==> config.mk <==
export PLATFORM = sky130hd
export DESIGN_NAME = data_mem_ctrl_flat
export DESIGN_NICKNAME = d
export VERILOG_FILES = /design/src/rtl/data_mem_ctrl_if.sv /design/src/rtl/data_mem_ctrl.sv /design/src/flat_wrapper.sv
export SDC_FILE = /design/constraint.sdc
export NUM_CORES = 2
export LEC_CHECK = 0
export ABC_AREA = 0
export CORE_UTILIZATION = 60
export DETAILED_ROUTE_END_ITERATION = 6
export HOLD_SLACK_MARGIN = 0.1
export PLACE_DENSITY = 0.8
export SYNTH_ARGS = -nofsm -noshare
export SYNTH_HDL_FRONTEND = slang
export SYNTH_SLANG_ARGS = --single-unit
export TNS_END_PERCENT = 1
==> constraint.sdc <==
create_clock -name clock -period 12.9 [get_ports clock]
set_clock_uncertainty 0.15 [all_clocks]
set_input_delay 1.935 -clock clock [delete_from_list [all_inputs] [get_ports clock]]
set_output_delay 1.935 -clock clock [all_outputs]
set_load 0.02 [all_outputs]
==> src/rtl/data_mem_ctrl_if.sv <==
// Request/response bus between a requester and the data memory controller.
// The master modport is the requester side; the slave modport is the controller side.
interface data_mem_ctrl_if #(
  parameter int unsigned DATA_W = 8,
  parameter int unsigned ADDR_W = 8
);
  localparam int unsigned STRB_W = DATA_W / 8;

  logic              req_valid;
  logic              req_ready;
  logic              req_write;
  logic [ADDR_W-1:0] req_addr;
  logic [DATA_W-1:0] req_wdata;
  logic [STRB_W-1:0] req_wstrb;
  logic              rsp_valid;
  logic              rsp_ready;
  logic [DATA_W-1:0] rsp_rdata;
  logic              rsp_err;

  modport master (
    output req_valid, req_write, req_addr, req_wdata, req_wstrb, rsp_ready,
    input  req_ready, rsp_valid, rsp_rdata, rsp_err
  );

  modport slave (
    input  req_valid, req_write, req_addr, req_wdata, req_wstrb, rsp_ready,
    output req_ready, rsp_valid, rsp_rdata, rsp_err
  );
endinterface

==> src/rtl/data_mem_ctrl.sv <==
// Single-port word memory with byte-strobed writes, 1-cycle registered reads,
// out-of-range error responses and a self-initialising sweep after reset or clear.
module data_mem_ctrl #(
  parameter int unsigned       DATA_W = 8,
  parameter int unsigned       ADDR_W = 8,
  parameter int unsigned       DEPTH  = 256,
  parameter logic [DATA_W-1:0] INIT0  = '1,
  parameter logic [DATA_W-1:0] INIT1  = '0
) (
  input  logic           clock,
  input  logic           reset,
  input  logic           clear,
  output logic           busy,
  data_mem_ctrl_if.slave bus
);
  localparam int unsigned STRB_W = DATA_W / 8;
  localparam int unsigned IDX_W  = ADDR_W + 1;
  localparam int unsigned MEM_AW = (DEPTH > 1) ? $clog2(DEPTH) : 1;
  localparam logic [IDX_W-1:0] LAST_IDX  = IDX_W'(DEPTH - 1);
  localparam logic [IDX_W-1:0] DEPTH_IDX = IDX_W'(DEPTH);

  typedef enum logic {
    ST_INIT  = 1'b0,
    ST_READY = 1'b1
  } state_e;

  state_e            state_q, state_d;
  logic [IDX_W-1:0]  idx_q, idx_d;
  logic              rsp_valid_q, rsp_valid_d;
  logic [DATA_W-1:0] rsp_rdata_q, rsp_rdata_d;
  logic              rsp_err_q, rsp_err_d;

  logic [DATA_W-1:0] mem [DEPTH];

  logic              req_ready_c;
  logic              accept_c;
  logic              in_range_c;
  logic              wr_en_c;
  logic [MEM_AW-1:0] mem_addr_c;
  logic [MEM_AW-1:0] sweep_addr_c;
  logic [DATA_W-1:0] sweep_data_c;

  // Backpressure: a new request only when the response slot is free or draining.
  assign req_ready_c  = (state_q == ST_READY) && (!rsp_valid_q || bus.rsp_ready);
  assign accept_c     = bus.req_valid && req_ready_c;
  assign in_range_c   = IDX_W'(bus.req_addr) < DEPTH_IDX;
  assign wr_en_c      = accept_c && bus.req_write && in_range_c;
  assign mem_addr_c   = MEM_AW'(bus.req_addr);
  assign sweep_addr_c = MEM_AW'(idx_q);

  always_comb begin
    sweep_data_c = '0;
    if (idx_q == '0) begin
      sweep_data_c = INIT0;
    end else if (idx_q == IDX_W'(1)) begin
      sweep_data_c = INIT1;
    end
  end

  // Next-state, sweep index and response slot.
  always_comb begin
    state_d     = state_q;
    idx_d       = idx_q;
    rsp_valid_d = rsp_valid_q;
    rsp_rdata_d = rsp_rdata_q;
    rsp_err_d   = rsp_err_q;

    case (state_q)
      ST_INIT: begin
        if (idx_q == LAST_IDX) begin
          state_d = ST_READY;
          idx_d   = '0;
        end else begin
          idx_d = idx_q + IDX_W'(1);
        end
      end
      ST_READY: begin
        if (clear) begin
          state_d = ST_INIT;
          idx_d   = '0;
        end
      end
      default: begin
        state_d = ST_INIT;
        idx_d   = '0;
      end
    endcase

    if (accept_c && !bus.req_write) begin
      rsp_valid_d = 1'b1;
      rsp_rdata_d = in_range_c ? mem[mem_addr_c] : '0;
      rsp_err_d   = !in_range_c;
    end else if (bus.rsp_ready) begin
      rsp_valid_d = 1'b0;
    end
  end

  always_ff @(posedge clock or negedge reset) begin
    if (!reset) begin
      state_q     <= ST_INIT;
      idx_q       <= '0;
      rsp_valid_q <= 1'b0;
      rsp_rdata_q <= '0;
      rsp_err_q   <= 1'b0;
    end else begin
      state_q     <= state_d;
      idx_q       <= idx_d;
      rsp_valid_q <= rsp_valid_d;
      rsp_rdata_q <= rsp_rdata_d;
      rsp_err_q   <= rsp_err_d;
    end
  end

  // Storage has no reset; its contents come only from the sweep and writes.
  always_ff @(posedge clock) begin
    if (state_q == ST_INIT) begin
      mem[sweep_addr_c] <= sweep_data_c;
    end else if (wr_en_c) begin
      for (int b = 0; b < STRB_W; b++) begin
        if (bus.req_wstrb[b]) begin
          mem[mem_addr_c][b*8 +: 8] <= bus.req_wdata[b*8 +: 8];
        end
      end
    end
  end

  assign busy          = (state_q == ST_INIT);
  assign bus.req_ready = req_ready_c;
  assign bus.rsp_valid = rsp_valid_q;
  assign bus.rsp_rdata = rsp_rdata_q;
  assign bus.rsp_err   = rsp_err_q;

endmodule

==> src/flat_wrapper.sv <==
// flat-port wrapper written by rule: the top's interface ports become plain ports
module data_mem_ctrl_flat 
#(
  parameter int unsigned       DATA_W = 8,
  parameter int unsigned       ADDR_W = 8,
  parameter int unsigned       DEPTH  = 256,
  parameter logic [DATA_W-1:0] INIT0  = '1,
  parameter logic [DATA_W-1:0] INIT1  = '0
)
  (clock, reset, clear, busy, bus_req_valid, bus_req_write, bus_req_addr, bus_req_wdata, bus_req_wstrb, bus_rsp_ready, bus_req_ready, bus_rsp_valid, bus_rsp_rdata, bus_rsp_err);
  data_mem_ctrl_if #(.DATA_W(DATA_W), .ADDR_W(ADDR_W)) bus_i ();
  input  logic clock;
  input  logic reset;
  input  logic clear;
  output logic busy;
  input wire logic [$bits(bus_i.req_valid)-1:0] bus_req_valid;
  input wire logic [$bits(bus_i.req_write)-1:0] bus_req_write;
  input wire logic [$bits(bus_i.req_addr)-1:0] bus_req_addr;
  input wire logic [$bits(bus_i.req_wdata)-1:0] bus_req_wdata;
  input wire logic [$bits(bus_i.req_wstrb)-1:0] bus_req_wstrb;
  input wire logic [$bits(bus_i.rsp_ready)-1:0] bus_rsp_ready;
  output wire logic [$bits(bus_i.req_ready)-1:0] bus_req_ready;
  output wire logic [$bits(bus_i.rsp_valid)-1:0] bus_rsp_valid;
  output wire logic [$bits(bus_i.rsp_rdata)-1:0] bus_rsp_rdata;
  output wire logic [$bits(bus_i.rsp_err)-1:0] bus_rsp_err;
  assign bus_i.req_valid = bus_req_valid;
  assign bus_i.req_write = bus_req_write;
  assign bus_i.req_addr = bus_req_addr;
  assign bus_i.req_wdata = bus_req_wdata;
  assign bus_i.req_wstrb = bus_req_wstrb;
  assign bus_i.rsp_ready = bus_rsp_ready;
  assign bus_req_ready = bus_i.req_ready;
  assign bus_rsp_valid = bus_i.rsp_valid;
  assign bus_rsp_rdata = bus_i.rsp_rdata;
  assign bus_rsp_err = bus_i.rsp_err;
  data_mem_ctrl #(.DATA_W(DATA_W), .ADDR_W(ADDR_W), .DEPTH(DEPTH), .INIT0(INIT0), .INIT1(INIT1)) u_core (.clock(clock), .reset(reset), .clear(clear), .busy(busy), .bus(bus_i));
endmodule
Word level (Yosys, flattened, before mapping):

Memories as Yosys holds them, arrays and structs flattened. A register that Yosys moved wholly into a read port is not among the register bits.
Cells that the tools add are included.

* bits in read-only memories: 0
* input bits: 23
* register bits: 11
* logic and storage cells: 36
* bits in latches: 0
* memories kept: 1
* output and inout port bits: 12
* bits in writable memories: 2048

Memory list
* u_core.mem: words 256, width 8, rd ports 1, clocked after memory_dff 1, write ports 1, line data_mem_ctrl.sv:33 `logic [DATA_W-1:0] mem [DEPTH];`

* mux-type cells: 17
* bitwise logic cells: 1
* reduce and logical (&&, ||, !) cells: 11
* $add $sub $neg: 1
* shift-type cells: 0
* div/mod/pow operators: 0
* equal/unequal tests: 2
* multiply operators: 0
* order comparisons: 0

Operator list (count)
* 2-to-1 mux 8 bit: 3
* 2-to-1 mux 9 bit: 2
* one-hot mux 9 bit (2 select lines): 1
* 2-to-1 mux 1 bit: 10
* adder 9 x 1 -> 9 bit, second input constant: 1
* == test 9 x 8 -> 1 bit, second input constant: 1
* zero test 9 bit: 1
* OR reduction 8 bit: 1
* logical AND 1 bit: 4
* zero test 1 bit: 3
* != test 2 bit, second input constant: 1
* one-hot mux 1 bit (2 select lines): 1
* nonzero test 2 bit: 1
* logical OR 1 bit: 1
* inverter 1 bit: 1

Longest topological paths before layout:

* word-level depth: 10
* depth in mapped cells: 12
* mapped depth without buffers: 7

Worst setup path before layout:

Ideal clock, no wire load.

* path kind: in2reg
* start point: input port bus_rsp_ready
* end point: memory u_core.mem[0][0] (data pin)
* slack: 5.961 ns
* stages on the path: 6
* data arrival time: 5.994 ns
* setup time: 0.795 ns
* data required time: 11.955 ns
* path buffers: 2
* path through: nand2b_1 and4_1 clkbuf_1 clkbuf_1 nor2_1 a21o_1

* cells in the longest elaborated chain, start to end: 9

Ends and longest elaborated chain
* start: declaration: line flat_wrapper.sv:21 `input wire logic [$bits(bus_i.rsp_ready)-1:0] bus_rsp_ready;`
* logical OR 1 bit: line data_mem_ctrl.sv:44 `assign req_ready_c = (state_q == ST_READY) && (!rsp_valid_q || bus.rsp_ready);`
* logical AND 1 bit: line data_mem_ctrl.sv:44
* logical AND 1 bit: line data_mem_ctrl.sv:45 `assign accept_c = bus.req_valid && req_ready_c;`
* logical AND 1 bit: line data_mem_ctrl.sv:47 `assign wr_en_c = accept_c && bus.req_write && in_range_c;`
* 2-to-1 mux 1 bit: line data_mem_ctrl.sv:118 `end else if (wr_en_c) begin`
* 2-to-1 mux 1 bit: line data_mem_ctrl.sv:116 `if (state_q == ST_INIT) begin`
* 2-to-1 mux 1 bit (implied by the code): line data_mem_ctrl.sv:121 `mem[mem_addr_c][b*8 +: 8] <= bus.req_wdata[b*8 +: 8];`
* OR reduction 8 bit (no line)
* 2-to-1 mux 8 bit (no line)
* end: declaration: line data_mem_ctrl.sv:33

Every way passes these cells.

Worst setup path in the final report:

* start point: input port bus_rsp_ready
* end point: memory u_core.mem[97][2] (data pin)

Same word-level chain as after synthesis.

==> results by group <==
Layout
  • Fill cells: 8084
  • Multi-input gate area: 17240 µm²
  • Share of layout cells above drive strength 1: 0.2079
  • FF+latch area: 61970 µm²
  • Most common cell after layout, fill and taps aside: edfxtp_1
  • Area grow syn2layout: 9.735%
  • Nets: between 4000 and 5000
  • Commonest cells after routing, fill and taps aside: 2048 x edfxtp_1, 430 x mux4_2, 280 x nor2_1

STA
  • Final hold vios: 0
  • FMAX: approximately 160 MHz
  • Setup ws final: ~6700 ps
  • Normalized max-slew margin: 0.02266
  • Min cycle time layout: 6197 ps
  • Slew @ Worst Pin: around 1500 ps
  • TNS Setup: 0 ps
  • Final Max Slew Viols: 0
  • Setup violators final: 0
  • RSZ-0062 raised after global routing: false
  • Final period util: 0.4804

Place
  • Post-DP HPWL: between 100 and 150 mm
  • Place WS: between 5000 and 6000 ps
  • Routability Congestion: 0.8947
  • Port Buffers: 33

Setup path
  • Critical path, cell by cell: clkdlybuf4s50_1 > nand2b_1 > and4_1 > buf_4 > nor2_1 > a21o_4 > buf_4 > buf_4
  • CP Class: in2reg
  • Setup crit start kind: input pin
  • R2R Setup Slk: approximately 7500 ps
  • Most used cell, CP: buf_4
  • Worst r2r src: u_core.idx_q[6]
  • Worst r2r path cells: 6
  • Worst Path Buf+Inv: 4
  • Largest delay contributor family on the critical path: buffers and inverters
  • Critical Path Max Stage Delay: 940 ps
  • Critical path capture point type: register
  • CP arrival: between 6000 and 7000 ps
  • Stages on worst setup path: 8
  • Crit-path slowest cell: buf_4
  • Crit path required time: about 13000 ps
  • Critical Path Source: bus_rsp_ready
  • CP Max Fanout: 102

Yosys
  • Post-synthesis area per instance: slightly above 20 µm²
  • EDFF count, synth: 2048
  • Synth area leaders: edfxtp_1 76%, mux4_2 12%, a22oi_1 1.5%
  • Share of the synthesized area in the top cell type: 0.7622
  • Post-Synthesis Cell Area: just over 80000 µm²
  • Mapped Cells: roughly 3900
  • Dominant cell type by area after synthesis: edfxtp_1
  • Async set-reset flop share out of synthesis: 0.009192
  • Warnings from Yosys: 0
  • Sequential-to-total area share from yosys stat: 0.7681
  • Main synth FF type: edfxtp_1
  • Mapped Nets: ~3900
  • Number of library cell types mapped by synthesis: 63
  • #FFs+latches synth: slightly above 2000

Drt
  • Drt wl/cell: ~35 µm
  • DRT Pass-1 Iters: 7
  • Starting DRT DRC Count: between 6000 and 7000
  • WL final: approximately 200 mm
  • Vias: 41935
  • Vias per cell: 7.096
  • DRC Markers: 28
  • Antenna-violating nets left: 0

Run status
  • Failing checks: DRC
  • Status: complete, but fails checks

Power and ir drop
  • P_sw: a little over 4 mW
  • Sequential power share: 0.533
  • Leak: 27.77 nW
  • Worst VDD drop: around 0.00042 V
  • Pwr Density: 177.9 nW/µm²
  • Internal power: 11.72 mW
  • Combinational group share of total power: 0.115
  • Net Sw Frac: 0.2561
  • Clock network fraction of total power: 0.353

Clocking
  • Clk slew on worst S/H paths: roughly 60 ps
  • Post-CTS setup buffer count: 0
  • Clock H-tree levels: 4
  • Clk Latency, worst-skew pair: 840 ps
  • CTS sink cnt: just over 2000
  • CTS root buffer: clkbuf_16
  • Post-CTS resize count: 0
  • Hold_buf cts: 0
  • CTS tree: built
  • CTS buffer count: around 190
  • Maximum clock path buffer count: 3

Min path
  • Hold path cells: 2
  • Worst hold path startpoint: u_core.idx_q[8]
  • HP Class: reg2reg

GRT
  • Grt ovf: 0
  • Global-route wire length before repair: roughly 290 mm
  • Largest net degree at the start of global routing: ~260
  • Initial antenna violation count: 14
  • All-layer global routing usage: 0.3036
  • Vias in the first global route: roughly 42000

Run
  • Max-cap viol count: 0

Die
  • Top-Level Pins: 35
  • Die X: about 370 µm
  • Core area: ~130000 µm²
  • Rows: 134
  • Die height: around 370 µm
  • Starting density of the core: 0.6046
  • Die Area: ~140000 µm²
## worst register-to-register path: cells and delay by family (launching register included)
family / cells / cell delay, ps
flip-flops: 1 / 510
buffers and inverters: 2 / 1900
AO/OA/AOI/OAI: 1 / 690
AND/OR/NAND/NOR: 3 / 1690
## synthesized netlist by cell type (all sizes together) (9+ instances only)
master	n
edfxtp	2048
mux4	441
nor2	281
a22oi	165
buf	139
nand2	131
mux2i	108
clkbuf	101
nand3	61
a21oi	56
mux2	46
o221ai	34
o21ai	33
o22ai	33
nand4	26
nand2b	25
dfrtp	19
or2	18
a211oi	15
nor3	15
o211ai	9
## power by group through the flow
| stage | Sequential [mW] | Combinational [mW] | Clock (mW) |
|---|---|---|---|
| final | 8.39 | 1.80 | 5.56 |
| after global routing | 8.39 | 1.87 | 5.80 |
| after CTS | 8.38 | 1.78 | 5.56 |
| after detailed placement | 8.52 | 1.76 | 0 |
| after global placement | 8.51 | 1.68 | 0 |
| after floorplan | 8.66 | 0.917 | 0 |
## area by class of cell
class	instances	area share
Sequential cell	2067	0.6999
Multi-Input combinational cell	1600	0.1947
Clock buffer	235	0.05633
Tap cell	1768	0.02498
Clock inverter	117	0.01253
Timing Repair Buffer	110	0.01102
Inverter	8	0.0003392
Antenna cell	5	0.0001413
## final timing paths
path	end
max in group asynchronous	u_core.bus.rsp_rdata[6]
min in group asynchronous	u_core.bus.rsp_valid
hold / removal	u_core.idx_q[8]
setup reg to reg	u_core.mem[97][2]
setup / recovery	u_core.mem[97][2]
hold reg to reg	u_core.idx_q[8]
## per-layer routing
metal  vias up  wire length (µm)  track usage
met1     21472             70510       0.4002
met2      3422             96190       0.4651
li1      16381                 -            -
met4        22             10720       0.1459
met3       638             26710      0.09461
met5         -               147            0
## flip-flops by register name, indices dropped and copies added, names as in the netlist
| register | cells |
|---|---|
| u_core.state_q | 1 |
| u_core.bus.rsp_rdata | 8 |
| u_core.idx_q | 9 |
| u_core.mem | 2048 |
| u_core.bus.rsp_valid | 1 |
## per-stage QoR
step,utilization,cell area [µm²],std cells,power (mW),hold WS (ps)
CTS,0.6632,88510,5903,15.71,375.7
global route,0.6633,88530,5905,16.07,421.6
finish,0.6634,88540,5910,15.75,385.9
floorplan,-,80690,3915,9.580,329.9
global placement,0.6174,82400,5550,10.19,343.3
detailed placement,0.6175,82410,5551,10.28,367.4
## logic make-up after synthesis
family,after synthesis,share of synthesized area
compound gates,396,0.03478
xor+xnor,2,0.0002171
fa+ha+maj,2,0.0003101
buf+inv,248,0.01962
flops,2067,0.7681
mux,595,0.1434
other cells,1,0.00004648
simple gates,604,0.03351
Note: power is estimated with default switching activity, not from simulation.
